## src/rtl/decode_stage.sv

```systemverilog
// RV32 ID stage: decodes the IF/ID instruction, reads and bypasses operands, builds the
// immediate, detects load-use hazards and holds the ID/EX pipeline register.
module decode_stage #(
    parameter int XLEN   = 32,
    parameter int REG_AW = 5
) (
    input  logic              clk,
    input  logic              rst,
    input  logic [31:0]       InstrD,
    input  logic [XLEN-1:0]   PCD,
    input  logic [XLEN-1:0]   PCPlus4D,
    input  logic              ValidD,
    input  logic [XLEN-1:0]   RD1,
    input  logic [XLEN-1:0]   RD2,
    input  logic              RegWriteW,
    input  logic [REG_AW-1:0] RdW,
    input  logic [XLEN-1:0]   ResultW,
    input  logic              StallE,
    input  logic              FlushE,
    output logic [REG_AW-1:0] A1,
    output logic [REG_AW-1:0] A2,
    output logic              StallD,
    output logic              ValidE,
    output logic              RegWriteE,
    output logic              MemWriteE,
    output logic              ALUSrcE,
    output logic              BranchE,
    output logic              JumpE,
    output logic              IllegalE,
    output logic [1:0]        ResultSrcE,
    output logic [2:0]        ALUControlE,
    output logic [XLEN-1:0]   RD1E,
    output logic [XLEN-1:0]   RD2E,
    output logic [XLEN-1:0]   ImmExtE,
    output logic [XLEN-1:0]   PCE,
    output logic [XLEN-1:0]   PCPlus4E,
    output logic [REG_AW-1:0] Rs1E,
    output logic [REG_AW-1:0] Rs2E,
    output logic [REG_AW-1:0] RdE
);
    localparam logic [6:0] OP_LOAD   = 7'b0000011;
    localparam logic [6:0] OP_STORE  = 7'b0100011;
    localparam logic [6:0] OP_RTYPE  = 7'b0110011;
    localparam logic [6:0] OP_IALU   = 7'b0010011;
    localparam logic [6:0] OP_BRANCH = 7'b1100011;
    localparam logic [6:0] OP_JAL    = 7'b1101111;

    localparam logic [2:0] ALU_ADD = 3'b000;
    localparam logic [2:0] ALU_SUB = 3'b001;
    localparam logic [2:0] ALU_AND = 3'b010;
    localparam logic [2:0] ALU_OR  = 3'b011;
    localparam logic [2:0] ALU_SLT = 3'b101;

    localparam logic [1:0] RES_ALU = 2'b00;
    localparam logic [1:0] RES_MEM = 2'b01;
    localparam logic [1:0] RES_PC4 = 2'b10;

    typedef struct packed {
        logic              valid;
        logic              reg_write;
        logic              mem_write;
        logic              alu_src;
        logic              branch;
        logic              jump;
        logic              illegal;
        logic [1:0]        result_src;
        logic [2:0]        alu_ctrl;
        logic [XLEN-1:0]   rd1;
        logic [XLEN-1:0]   rd2;
        logic [XLEN-1:0]   imm;
        logic [XLEN-1:0]   pc;
        logic [XLEN-1:0]   pc_plus4;
        logic [REG_AW-1:0] rs1;
        logic [REG_AW-1:0] rs2;
        logic [REG_AW-1:0] rd;
    } idex_t;

    logic [6:0]        w_opcode;
    logic [2:0]        w_funct3;
    logic [REG_AW-1:0] w_rs1, w_rs2, w_rd;
    logic [XLEN-1:0]   w_imm_i, w_imm_s, w_imm_b, w_imm_j;
    logic [2:0]        w_alu_funct;
    logic              w_funct3_ok;
    logic              w_reg_write, w_mem_write, w_alu_src, w_branch, w_jump;
    logic              w_illegal, w_uses_rs2;
    logic [1:0]        w_result_src;
    logic [2:0]        w_alu_ctrl;
    logic [XLEN-1:0]   w_imm;
    logic [XLEN-1:0]   w_rd1, w_rd2;
    logic              w_haz;
    idex_t             w_next;
    idex_t             r_idex;

    assign w_opcode = InstrD[6:0];
    assign w_funct3 = InstrD[14:12];
    assign w_rs1    = InstrD[19:15];
    assign w_rs2    = InstrD[24:20];
    assign w_rd     = InstrD[11:7];
    assign A1       = w_rs1;
    assign A2       = w_rs2;

    assign w_imm_i = {{(XLEN-12){InstrD[31]}}, InstrD[31:20]};
    assign w_imm_s = {{(XLEN-12){InstrD[31]}}, InstrD[31:25], InstrD[11:7]};
    assign w_imm_b = {{(XLEN-12){InstrD[31]}}, InstrD[7], InstrD[30:25], InstrD[11:8], 1'b0};
    assign w_imm_j = {{(XLEN-20){InstrD[31]}}, InstrD[19:12], InstrD[20], InstrD[30:21], 1'b0};

    // funct7[5] selects sub only for R-type; I-ALU funct3=000 is always addi.
    always_comb begin
        w_funct3_ok = 1'b1;
        w_alu_funct = ALU_ADD;
        case (w_funct3)
            3'b000:  w_alu_funct = (w_opcode == OP_RTYPE && InstrD[30]) ? ALU_SUB : ALU_ADD;
            3'b010:  w_alu_funct = ALU_SLT;
            3'b110:  w_alu_funct = ALU_OR;
            3'b111:  w_alu_funct = ALU_AND;
            default: w_funct3_ok = 1'b0;
        endcase
    end

    always_comb begin
        w_reg_write  = 1'b0;
        w_mem_write  = 1'b0;
        w_alu_src    = 1'b0;
        w_branch     = 1'b0;
        w_jump       = 1'b0;
        w_illegal    = 1'b0;
        w_uses_rs2   = 1'b0;
        w_result_src = RES_ALU;
        w_alu_ctrl   = ALU_ADD;
        w_imm        = '0;
        case (w_opcode)
            OP_LOAD: begin
                if (w_funct3 == 3'b010) begin
                    w_reg_write  = 1'b1;
                    w_alu_src    = 1'b1;
                    w_result_src = RES_MEM;
                    w_imm        = w_imm_i;
                end else w_illegal = 1'b1;
            end
            OP_STORE: begin
                w_uses_rs2 = 1'b1;
                if (w_funct3 == 3'b010) begin
                    w_mem_write = 1'b1;
                    w_alu_src   = 1'b1;
                    w_imm       = w_imm_s;
                end else w_illegal = 1'b1;
            end
            OP_RTYPE: begin
                w_uses_rs2 = 1'b1;
                if (w_funct3_ok) begin
                    w_reg_write = 1'b1;
                    w_alu_ctrl  = w_alu_funct;
                end else w_illegal = 1'b1;
            end
            OP_IALU: begin
                if (w_funct3_ok) begin
                    w_reg_write = 1'b1;
                    w_alu_src   = 1'b1;
                    w_alu_ctrl  = w_alu_funct;
                    w_imm       = w_imm_i;
                end else w_illegal = 1'b1;
            end
            OP_BRANCH: begin
                w_uses_rs2 = 1'b1;
                if (w_funct3 == 3'b000) begin
                    w_branch   = 1'b1;
                    w_alu_ctrl = ALU_SUB;
                    w_imm      = w_imm_b;
                end else w_illegal = 1'b1;
            end
            OP_JAL: begin
                w_jump       = 1'b1;
                w_reg_write  = 1'b1;
                w_result_src = RES_PC4;
                w_imm        = w_imm_j;
            end
            default: w_illegal = 1'b1;
        endcase
    end

    // The register file writes on the same edge we sample, so forward ResultW here.
    assign w_rd1 = (w_rs1 == '0) ? '0 : (RegWriteW && RdW == w_rs1) ? ResultW : RD1;
    assign w_rd2 = (w_rs2 == '0) ? '0 : (RegWriteW && RdW == w_rs2) ? ResultW : RD2;

    always_comb begin
        w_next       = '0;
        w_next.valid = ValidD;
        if (ValidD) begin
            w_next.reg_write  = w_reg_write;
            w_next.mem_write  = w_mem_write;
            w_next.alu_src    = w_alu_src;
            w_next.branch     = w_branch;
            w_next.jump       = w_jump;
            w_next.illegal    = w_illegal;
            w_next.result_src = w_result_src;
            w_next.alu_ctrl   = w_alu_ctrl;
        end
        w_next.rd1      = w_rd1;
        w_next.rd2      = w_rd2;
        w_next.imm      = w_imm;
        w_next.pc       = PCD;
        w_next.pc_plus4 = PCPlus4D;
        w_next.rs1      = w_rs1;
        w_next.rs2      = w_rs2;
        w_next.rd       = w_rd;
    end

    assign w_haz = r_idex.valid && (r_idex.result_src == RES_MEM) && (r_idex.rd != '0) && ValidD &&
                   ((r_idex.rd == w_rs1) || ((r_idex.rd == w_rs2) && w_uses_rs2));
    assign StallD = w_haz | StallE;

    always_ff @(posedge clk or negedge rst) begin
        if (!rst) begin
            r_idex <= '0;
        end else if (FlushE || (!StallE && w_haz)) begin
            r_idex <= '0;
        end else if (!StallE) begin
            r_idex <= w_next;
        end
    end

    assign ValidE      = r_idex.valid;
    assign RegWriteE   = r_idex.reg_write;
    assign MemWriteE   = r_idex.mem_write;
    assign ALUSrcE     = r_idex.alu_src;
    assign BranchE     = r_idex.branch;
    assign JumpE       = r_idex.jump;
    assign IllegalE    = r_idex.illegal;
    assign ResultSrcE  = r_idex.result_src;
    assign ALUControlE = r_idex.alu_ctrl;
    assign RD1E        = r_idex.rd1;
    assign RD2E        = r_idex.rd2;
    assign ImmExtE     = r_idex.imm;
    assign PCE         = r_idex.pc;
    assign PCPlus4E    = r_idex.pc_plus4;
    assign Rs1E        = r_idex.rs1;
    assign Rs2E        = r_idex.rs2;
    assign RdE         = r_idex.rd;

endmodule
```

## config.mk

```make
export PLATFORM = sky130hd
export DESIGN_NAME = decode_stage
export DESIGN_NICKNAME = d
export VERILOG_FILES = /design/src/rtl/decode_stage.sv
export SDC_FILE = /design/constraint.sdc
export NUM_CORES = 1
export LEC_CHECK = 0
export ABC_AREA = 0
export BUFFER_PORTS_ARGS = -buffer_cell sky130_fd_sc_hd__buf_4
export CORE_MARGIN = 1.5
export CORE_UTILIZATION = 25
export DETAILED_ROUTE_END_ITERATION = 10
export PLACE_DENSITY = 0.49
export SETUP_SLACK_MARGIN = 0.3
export SYNTH_ARGS = -nofsm -noshare
export SYNTH_HDL_FRONTEND = slang
export SYNTH_SLANG_ARGS = --single-unit
```

## constraint.sdc

```tcl
create_clock -name clk -period 2.4 [get_ports clk]
set_input_delay 0 -clock clk [delete_from_list [all_inputs] [get_ports clk]]
set_output_delay 0 -clock clk [all_outputs]
set_load 0.05 [all_outputs]
```

==> flow_summary.json, run 1 <==
{
  "synth_common_cells": "dfrtp_1 (175), a22o_1 (81), a32o_1 (71)",
  "slew_headroom_pct": 54.0,
  "post-route-cell-area_um2": 13800,
  "grt_pass1_wl_mm": 46.5,
  "clock_path_buffers": 2,
  "die_w_um": 181,
  "wl_mm": 30.3,
  "grt_max_degree": 86,
  "synth-xor-area-share_pct": 2.31,
  "tightest_slew_ps": 685,
  "cts_tree": "built",
  "synth_top_family_by_area": "compound AO/OA/AOI/OAI gates",
  "slew_viol_final": 0,
  "clk_latency_ps": 450,
  "synthesis.area_um2": 7960,
  "cp-end-kind": "flop",
  "yosys.area_share.simple_pct": 4.79,
  "syn2layout_area_growth_pct": 73.3,
  "timing_hold_violations_final": 0,
  "synth_edf_count": 0,
  "grt_util_all_layers_pct": 18.3,
  "via_per_inst": 4.79,
  "route.detailed.drc": 0,
  "p_per_area_nw_per_um2": 568,
  "start_util_pct": 25.3,
  "grt_pass1_vias": 8052,
  "io_pins": 401,
  "core.rowCount": 65,
  "maxCapViolCount": 0,
  "synth_cell_type_count": 51,
  "multiInputGateArea_um2": 3140,
  "path_max_fanout": 32,
  "syn-mean-instance-area_um2": 12.6,
  "die_area_um2": 32900,
  "yosys-top-cells-area": "dfrtp_1 (55%), a32o_1 (8.9%), a22o_1 (8.9%)",
  "r2r_setup_slack_ps": 370,
  "cts.reportedPaths.clkPinSlew_ps": 80,
  "postCtsSetupRepairBufs": 0,
  "fillers": 2909,
  "cp_slowest_cell": "dlygate4sd3_1",
  "cp_num_buf_inv": 3,
  "ys_ff_latch": 175,
  "setup_slack_ps": 352,
  "cp.arrival_ps": 2380,
  "min_path_type": "in -> reg",
  "yosys_warnings": 0,
  "via_count": 7642,
  "yosysMostFrequentCell": "dfrtp_1",
  "htreeDepth": 4,
  "drtIter0Drc": 400,
  "crit_required_ps": 2740,
  "first_pass_iters": 5,
  "tns_ps": 0,
  "dp_hpwl_mm": 19.9,
  "syn_inst": 631,
  "synthMuxAreaShare_pct": 9.06,
  "finalCriticalPeriod_ps": 2050,
  "cts_buffers": 17,
  "place_ws_ps": 375,
  "cp_cell_sequence": "dlygate4sd3_1 > buf_4 > xor2_1 > nor4_1 > and3_2 > buf_12 > mux2_1 > a32o_1",
  "gp_congestion": 0.777,
  "nets": 1382,
  "die_h_um": 181,
  "cellLeakagePower_uw": 0.00649,
  "cp_top_family": "buffers and inverters",
  "diodes": 0,
  "wl_per_cell_um": 19.0,
  "async_flop_share_pct": 100,
  "final-setup-viol-count": 0,
  "seq_area_frac_synth_pct": 55.0,
  "cts.sinks": 175,
  "syn_nets": 834,
  "yosysTopAreaCellShare_pct": 55.0,
  "overflow": 0,
  "synth_compound_area_share_pct": 22.8,
  "synth_fa_ha_area_share_pct": 0,
  "rsz0062_at_grt": "yes",
  "ir_drop_uv": 493,
  "fin_crit_sh_pct": 85.3,
  "synthFlopType": "dfrtp_1",
  "max_freq_ghz": 0.488,
  "antenna_left": 0,
  "place_area_um2": 11300,
  "final_util_pct": 43.8,
  "antenna_found_initial": 0,
  "startpoint_type": "input port",
  "outcome": "finished clean",
  "fp.coreArea_um2": 31500,
  "finalClockSkew_ps": 11.7,
  "drive_gt1_share_pct": 43.1,
  "yosysTopAreaCell": "dfrtp_1",
  "port_buffers": 400,
  "max_stage_delay_ps": 540,
  "cts_root_buf": "clkbuf_16",
  "seq_area_um2": 4380,
  "setup.worst_path.class": "in -> reg"
}
==> sequential cells by signal, indices dropped and copies added, names as in the netlist <==
name         count
PCE             32
PCPlus4E        32
RD1E            32
RD2E            32
ImmExtE         21
RdE              5
Rs1E             5
Rs2E             5
ALUControlE      3
ALUSrcE          1
BranchE          1
IllegalE         1
JumpE            1
MemWriteE        1
RegWriteE        1
ResultSrcE       1
ValidE           1
==> worst register-to-register path, cell delays in order (launching register included) <==
cell	delay [ps]
dfrtp_1	450
or4_4	560
o21ai_4	200
o21a_4	190
buf_16	280
a32o_1	310
==> area by class of cell <==
cell class | count | area share [%]
inverter | 1 | 0.0272
multi-input combinational | 376 | 22.8
clock buffer | 18 | 3.11
sequential | 175 | 31.8
tap | 402 | 3.65
clock inverter | 14 | 1.03
timing repair buffer | 608 | 37.6
==> placed cells by master (no fill, tap or decap), types with 4 or more instances in the layout <==
| master | netlist | routed |
|---|---|---|
| xor2_1 | 13 | 13 |
| nor4_1 | 4 | 4 |
| nor3_1 | 5 | 4 |
| nor2_1 | 11 | 11 |
| dlygate4sd3_1 | 0 | 191 |
| inv_8 | 0 | 6 |
| o21ai_0 | 22 | 22 |
| o21ai_1 | 10 | 10 |
| mux2_2 | 52 | 52 |
| dfrtp_1 | 175 | 175 |
| mux2_1 | 12 | 12 |
| clkbuf_16 | 0 | 17 |
| a32o_1 | 71 | 71 |
| a22o_1 | 81 | 81 |
| xnor2_1 | 8 | 8 |
| a21oi_1 | 10 | 10 |
| nand2_1 | 30 | 30 |
| buf_4 | 23 | 405 |
| buf_12 | 0 | 8 |
| a22oi_1 | 5 | 5 |
==> report_power, final <==
part	switching, uW	internal [uW]	leakage, uW
Clock	1370	1390	0.000276
Sequential	90.8	3090	0.00235
Combinational	1060	837	0.00387
Total	2520	5310	0.00649
==> repair_timing <==
item / in CTS / in global routing
gates resized for setup: 0 / 8
endpoints found under the hold margin: 350 / 0
setup endpoints to repair: 0 / 96
hold buffers: 191 / 0
==> cells by family after synthesis <==
kind of cell / after synthesis
multiplexers: 64
AO/OA/AOI/OAI: 217
buffers and inverters: 80
flip-flops: 175
AND/OR/NAND/NOR: 74
XOR/XNOR: 21
==> worst paths after layout <==
kind                             endpoint  depth (start not counted)       start
min in group asynchronous        RD2E[28]                          3         rst
max                              RD2E[29]                          8  InstrD[22]
min reg2reg                    ImmExtE[7]                          2  ImmExtE[7]
min                        ALUControlE[2]                          4      StallE
max reg2reg                      RD1E[16]                          5      RdE[2]
max in group asynchronous        RD2E[18]                          4         rst
==> per-layer routing <==
| metal | vias to the layer above | track usage (%) | share of wire [%] |
|---|---|---|---|
| met5 | - | 0 | 0 |
| met4 | 0 | 6.93 | 2.5 |
| met3 | 42 | 5.09 | 6.3 |
| met2 | 322 | 30.6 | 49 |
| met1 | 3768 | 22.5 | 42 |
| li1 | 3510 | - | - |
==> metrics by stage <==
stage / cells / hold WS [ps] / power [uW]
6_report: 1594 / 39.7 / 7840
5_1_grt: 1594 / 32.3 / 8190
4_1_cts: 1594 / 15.5 / 7930
3_5_place_dp: 1371 / -73.1 / 4870
3_3_place_gp: 1371 / -78.1 / 4860
2_1_floorplan: 631 / -296 / 4130
Power figures use the tool's default switching activity.
==> inputs of run 2 (changes only) <==
--- a/config.mk
+++ b/config.mk
@@ -10,6 +10,7 @@
 export CORE_MARGIN = 1.5
 export CORE_UTILIZATION = 25
 export DETAILED_ROUTE_END_ITERATION = 10
+export GPL_TIMING_DRIVEN = 0
 export PLACE_DENSITY = 0.49
 export SETUP_SLACK_MARGIN = 0.3
 export SYNTH_ARGS = -nofsm -noshare
==> flow_summary.json, run 2 (synthesis results as in run 1) <==
{
  "outcome": "finished clean",
  "cts_buffers": 17,
  "cts_root_buf": "clkbuf_16",
  "io_pins": 401,
  "crit_end": "RD1E[24]",
  "antenna_found_initial": 0,
  "nets": 1448,
  "fp.coreArea_um2": 31500,
  "cp-end-kind": "flop",
  "start_util_pct": 25.3,
  "grt_pass1_wl_mm": 50.9,
  "slew_viol_final": 0,
  "via_per_inst": 4.74,
  "ir_drop_uv": 477,
  "drive_gt1_share_pct": 44.2,
  "layout_common_cells": "buf_4 (423), dlygate4sd3_1 (187), dfrtp_1 (172)",
  "die_area_um2": 32900,
  "gp_congestion": 0.795,
  "path_max_fanout": 10,
  "r2r_cells": 8,
  "dp_hpwl_mm": 24.2,
  "finalClockSkew_ps": 11.9,
  "min_path_type": "in -> reg",
  "worstSetupStartpoint": "RdE[4]",
  "place_area_um2": 11500,
  "critical_path.reg2reg.startpoint": "RdE[4]",
  "grt_pass1_vias": 8423,
  "crit_required_ps": 2720,
  "drtIter0Drc": 368,
  "cts_tree": "built",
  "final-setup-viol-count": 0,
  "antenna_left": 0,
  "overflow": 0,
  "finalCriticalPeriod_ps": 2060,
  "first_pass_iters": 5,
  "grt_max_degree": 90,
  "mostFrequentLayoutCell": "buf_4",
  "tns_ps": 0,
  "die_h_um": 181,
  "setup.worst_path.class": "reg -> reg",
  "cts.sinks": 175,
  "rsz0062_at_grt": "yes",
  "syn2layout_area_growth_pct": 78.4,
  "route.detailed.drc": 0,
  "r2r_setup_slack_ps": 340,
  "cp.arrival_ps": 2380,
  "p_per_area_nw_per_um2": 560,
  "wl_mm": 34.3,
  "via_count": 7868,
  "slew_headroom_pct": 37.1,
  "r2r-end": "RD1E[24]",
  "startpoint_type": "flop",
  "grt_util_all_layers_pct": 20.5,
  "wl_per_cell_um": 20.7,
  "clock_path_buffers": 2,
  "hold_start": "StallE",
  "port_buffers": 398,
  "max_freq_ghz": 0.486,
  "htreeDepth": 4,
  "fin_crit_sh_pct": 85.8,
  "die_w_um": 181,
  "post-route-cell-area_um2": 14200,
  "cellLeakagePower_uw": 0.00675,
  "maxCapViolCount": 0,
  "cts.reportedPaths.clkPinSlew_ps": 80,
  "clk_latency_ps": 440,
  "core.rowCount": 65,
  "timing_hold_violations_final": 0,
  "tightest_slew_ps": 934,
  "diodes": 0
}
[run 2: cell count changes in the layout (fill, tap and decap cells not counted), sizes merged]
| cell | change |
|---|---|
| clkbuf | +33 |
| buf | +37 |
| clkinv | +2 |
| bufinv | +1 |
| inv | -2 |
| clkinvlp | -1 |
| dlygate4sd3 | -4 |
[run 2: layout make-up]
| cell class | instances | area (um2) |
|---|---|---|
| plain buffers | 79 | 564 |
| clock buffers | 18 | 429 |
| clock inverters | 14 | 133 |
| fillers | 2932 | 17300 |
| inverters | 1 | 3.75 |
| multi-input cells | 376 | 3150 |
| flip-flops and latches | 175 | 4380 |
| well taps | 402 | 503 |
| repair buffers | 595 | 5030 |
[run 2: metal layers]
layer	routed length, um	share of wire [%]	vias up	global-route usage [%]
met5	0	0	-	0
met4	705	2.1	0	6.73
met3	2070	6.0	38	5.27
met2	16800	49	319	34.9
met1	14700	43	3864	25.2
li1	-	-	3647	-
[run 2: repair_timing]
| item | in CTS | in global routing |
|---|---|---|
| pin swaps | 1 | 15 |
| hold buffers | 187 | 0 |
| endpoints found under the setup margin | 171 | 135 |
| buffers inserted | 3 | 3 |
| gates resized for setup | 10 | 31 |
| hold endpoints to repair | 252 | 0 |
| gates cloned | 0 | 3 |
[run 2: worst min path at each step]
stage | to | slack [ps] | cells past startpoint
6_report | ImmExtE[30] | 30 | 4
4_1_cts | ImmExtE[30] | 9 | 4
3_3_place_gp | PCE[9] | 220 | 2
3_5_place_dp | PCE[0] | 50 | 1
2_1_floorplan | ALUControlE[0] | -300 | 0
5_1_grt | ALUControlE[1] | 40 | 4
[run 2: critical path, cell delays in order (launching register included)]
cell and delay, ps:
dfrtp_2 450, xor2_1 180, nor3_2 270, a2bb2oi_4 120
o21a_1 210, buf_6 150, clkbuf_16 180, buf_12 150
a32o_1 220
[run 2: per-stage QoR]
stage	power (uW)	hold slack (ps)	utilization [%]	instances	setup slack (ps)
after CTS	8020	9.13	44.5	1654	312
final	7950	29.3	45.1	1660	341
after global routing	8260	41.0	45.1	1660	241
after detailed placement	4910	49.2	36.5	1432	103
after floorplan	4130	-296	-	631	330
after global placement	4900	223	36.4	1431	98.8
[run 2: power breakdown]
group | switching (uW) | internal, uW
clock | 1340 | 1460
sequential | 92.7 | 3090
combinational | 1100 | 878
==> inputs of run 3 (changes only) <==
--- a/config.mk
+++ b/config.mk
@@ -7,7 +7,7 @@
 export LEC_CHECK = 0
 export ABC_AREA = 0
 export BUFFER_PORTS_ARGS = -buffer_cell sky130_fd_sc_hd__buf_4
-export CORE_MARGIN = 1.5
+export CORE_MARGIN = 5
 export CORE_UTILIZATION = 25
 export DETAILED_ROUTE_END_ITERATION = 10
 export GPL_TIMING_DRIVEN = 0
==> flow_summary.json, run 3 (synthesis results as in run 1) <==
{
  "core.rowCount": 65,
  "antenna_found_initial": 0,
  "diodes": 0,
  "min_path_type": "in -> reg",
  "grt_util_all_layers_pct": 19.7,
  "wl_mm": 35.9,
  "cts.reportedPaths.clkPinSlew_ps": 80,
  "cts_root_buf": "clkbuf_16",
  "drive_gt1_share_pct": 44.4,
  "clock_path_buffers": 2,
  "mostFrequentLayoutCell": "buf_4",
  "ir_drop_uv": 398,
  "die_h_um": 188,
  "via_per_inst": 4.75,
  "timing.hold.ws_ps": 34.7,
  "tightest_slew_ps": 803,
  "wl_per_cell_um": 21.6,
  "p_per_area_nw_per_um2": 566,
  "route.detailed.drc": 0,
  "timing_hold_violations_final": 0,
  "outcome": "finished clean",
  "overflow": 0,
  "fin_crit_sh_pct": 84.6,
  "drtIter0Drc": 360,
  "place_ws_ps": 122,
  "tns_ps": 0,
  "setup.worst_path.class": "reg -> reg",
  "seq_area_um2": 4380,
  "port_buffers": 398,
  "final_util_pct": 45.1,
  "max_freq_ghz": 0.492,
  "cp-end-kind": "flop",
  "htreeDepth": 4,
  "start_util_pct": 25.3,
  "die_area_um2": 35500,
  "layout_common_cells": "buf_4 (427), dlygate4sd3_1 (188), dfrtp_1 (171)",
  "clk_latency_ps": 430,
  "slew_viol_final": 0,
  "gp_congestion": 0.816,
  "path_max_fanout": 8,
  "grt_pass1_vias": 8817,
  "grt_max_degree": 102,
  "via_count": 7897,
  "rsz0062_at_grt": "yes",
  "cellLeakagePower_uw": 0.00675,
  "final-setup-viol-count": 0,
  "grt_pass1_wl_mm": 54.2,
  "io_pins": 401,
  "syn2layout_area_growth_pct": 78.3,
  "setup_slack_ps": 369,
  "cts.sinks": 175,
  "slew_headroom_pct": 46.0,
  "cp.arrival_ps": 2350,
  "first_pass_iters": 5,
  "dp_hpwl_mm": 25.7,
  "maxCapViolCount": 0,
  "nets": 1449,
  "finalCriticalPeriod_ps": 2030,
  "multiInputGateArea_um2": 3150,
  "cts_tree": "built",
  "fp.coreArea_um2": 31500,
  "die_w_um": 188,
  "finalClockSkew_ps": 11.9,
  "antenna_left": 0,
  "crit_required_ps": 2720,
  "startpoint_type": "flop",
  "cts_buffers": 17,
  "fillers": 3015
}
[run 3: layout make-up]
type	instances	area share (%)
repair buffers	596	35.4
clock buffers	17	3.00
well taps	402	3.54
plain buffers	79	3.82
clock inverters	15	1.08
multi-input cells	376	22.2
inverters	1	0.0265
flip-flops and latches	175	30.9
[run 3: worst paths after layout]
path                       startpoint             end  slack, ps  depth (start not counted)
max                            RdE[4]        RD1E[29]        370                          8
min                            StallE  ALUControlE[1]         30                          4
max reg2reg                    RdE[4]        RD1E[29]        370                          8
min reg2reg                ImmExtE[5]      ImmExtE[5]        480                          2
max in group asynchronous         rst          RdE[2]       1290                          3
min in group asynchronous         rst    PCPlus4E[29]        100                          2
[run 3: routing by layer]
metal | GRT usage (%) | vias up | part of all wire [%]
met4 | 4.96 | 0 | 2.0
met3 | 5.37 | 40 | 6.7
li1 | - | 3648 | -
met1 | 24.2 | 3904 | 42
met5 | 0 | - | 0
met2 | 34.3 | 305 | 49
[run 3: worst max-delay path, cell delays in order, from the launching register on]
cell	delay, ps
dfrtp_2	450
xor2_1	180
nor3_2	280
a2bb2oi_4	120
o21a_1	200
buf_6	150
clkbuf_16	170
clkbuf_16	160
a32o_1	210
[run 3: power breakdown]
group	total [uW]	switching (uW)	internal [uW]
Clock	2860	1390	1470
Combinational	1990	1110	873
Sequential	3180	89.5	3090
[run 3: through the flow]
stage	cell area (um2)	total power, uW	instances
global placement	11400	4910	1431
finish	14200	8020	1661
detailed placement	11500	4920	1432
CTS	14000	8080	1654
floorplan	7960	4130	631
global route	14200	8370	1661
[run 3: timing repair]
item | CTS | global route
gates resized for setup | 10 | 26
pin swaps | 1 | 6
endpoints found under the hold margin | 240 | 0
hold buffers | 188 | 0
cloned | 0 | 2
endpoints found under the setup margin | 167 | 134
buffers inserted | 2 | 5
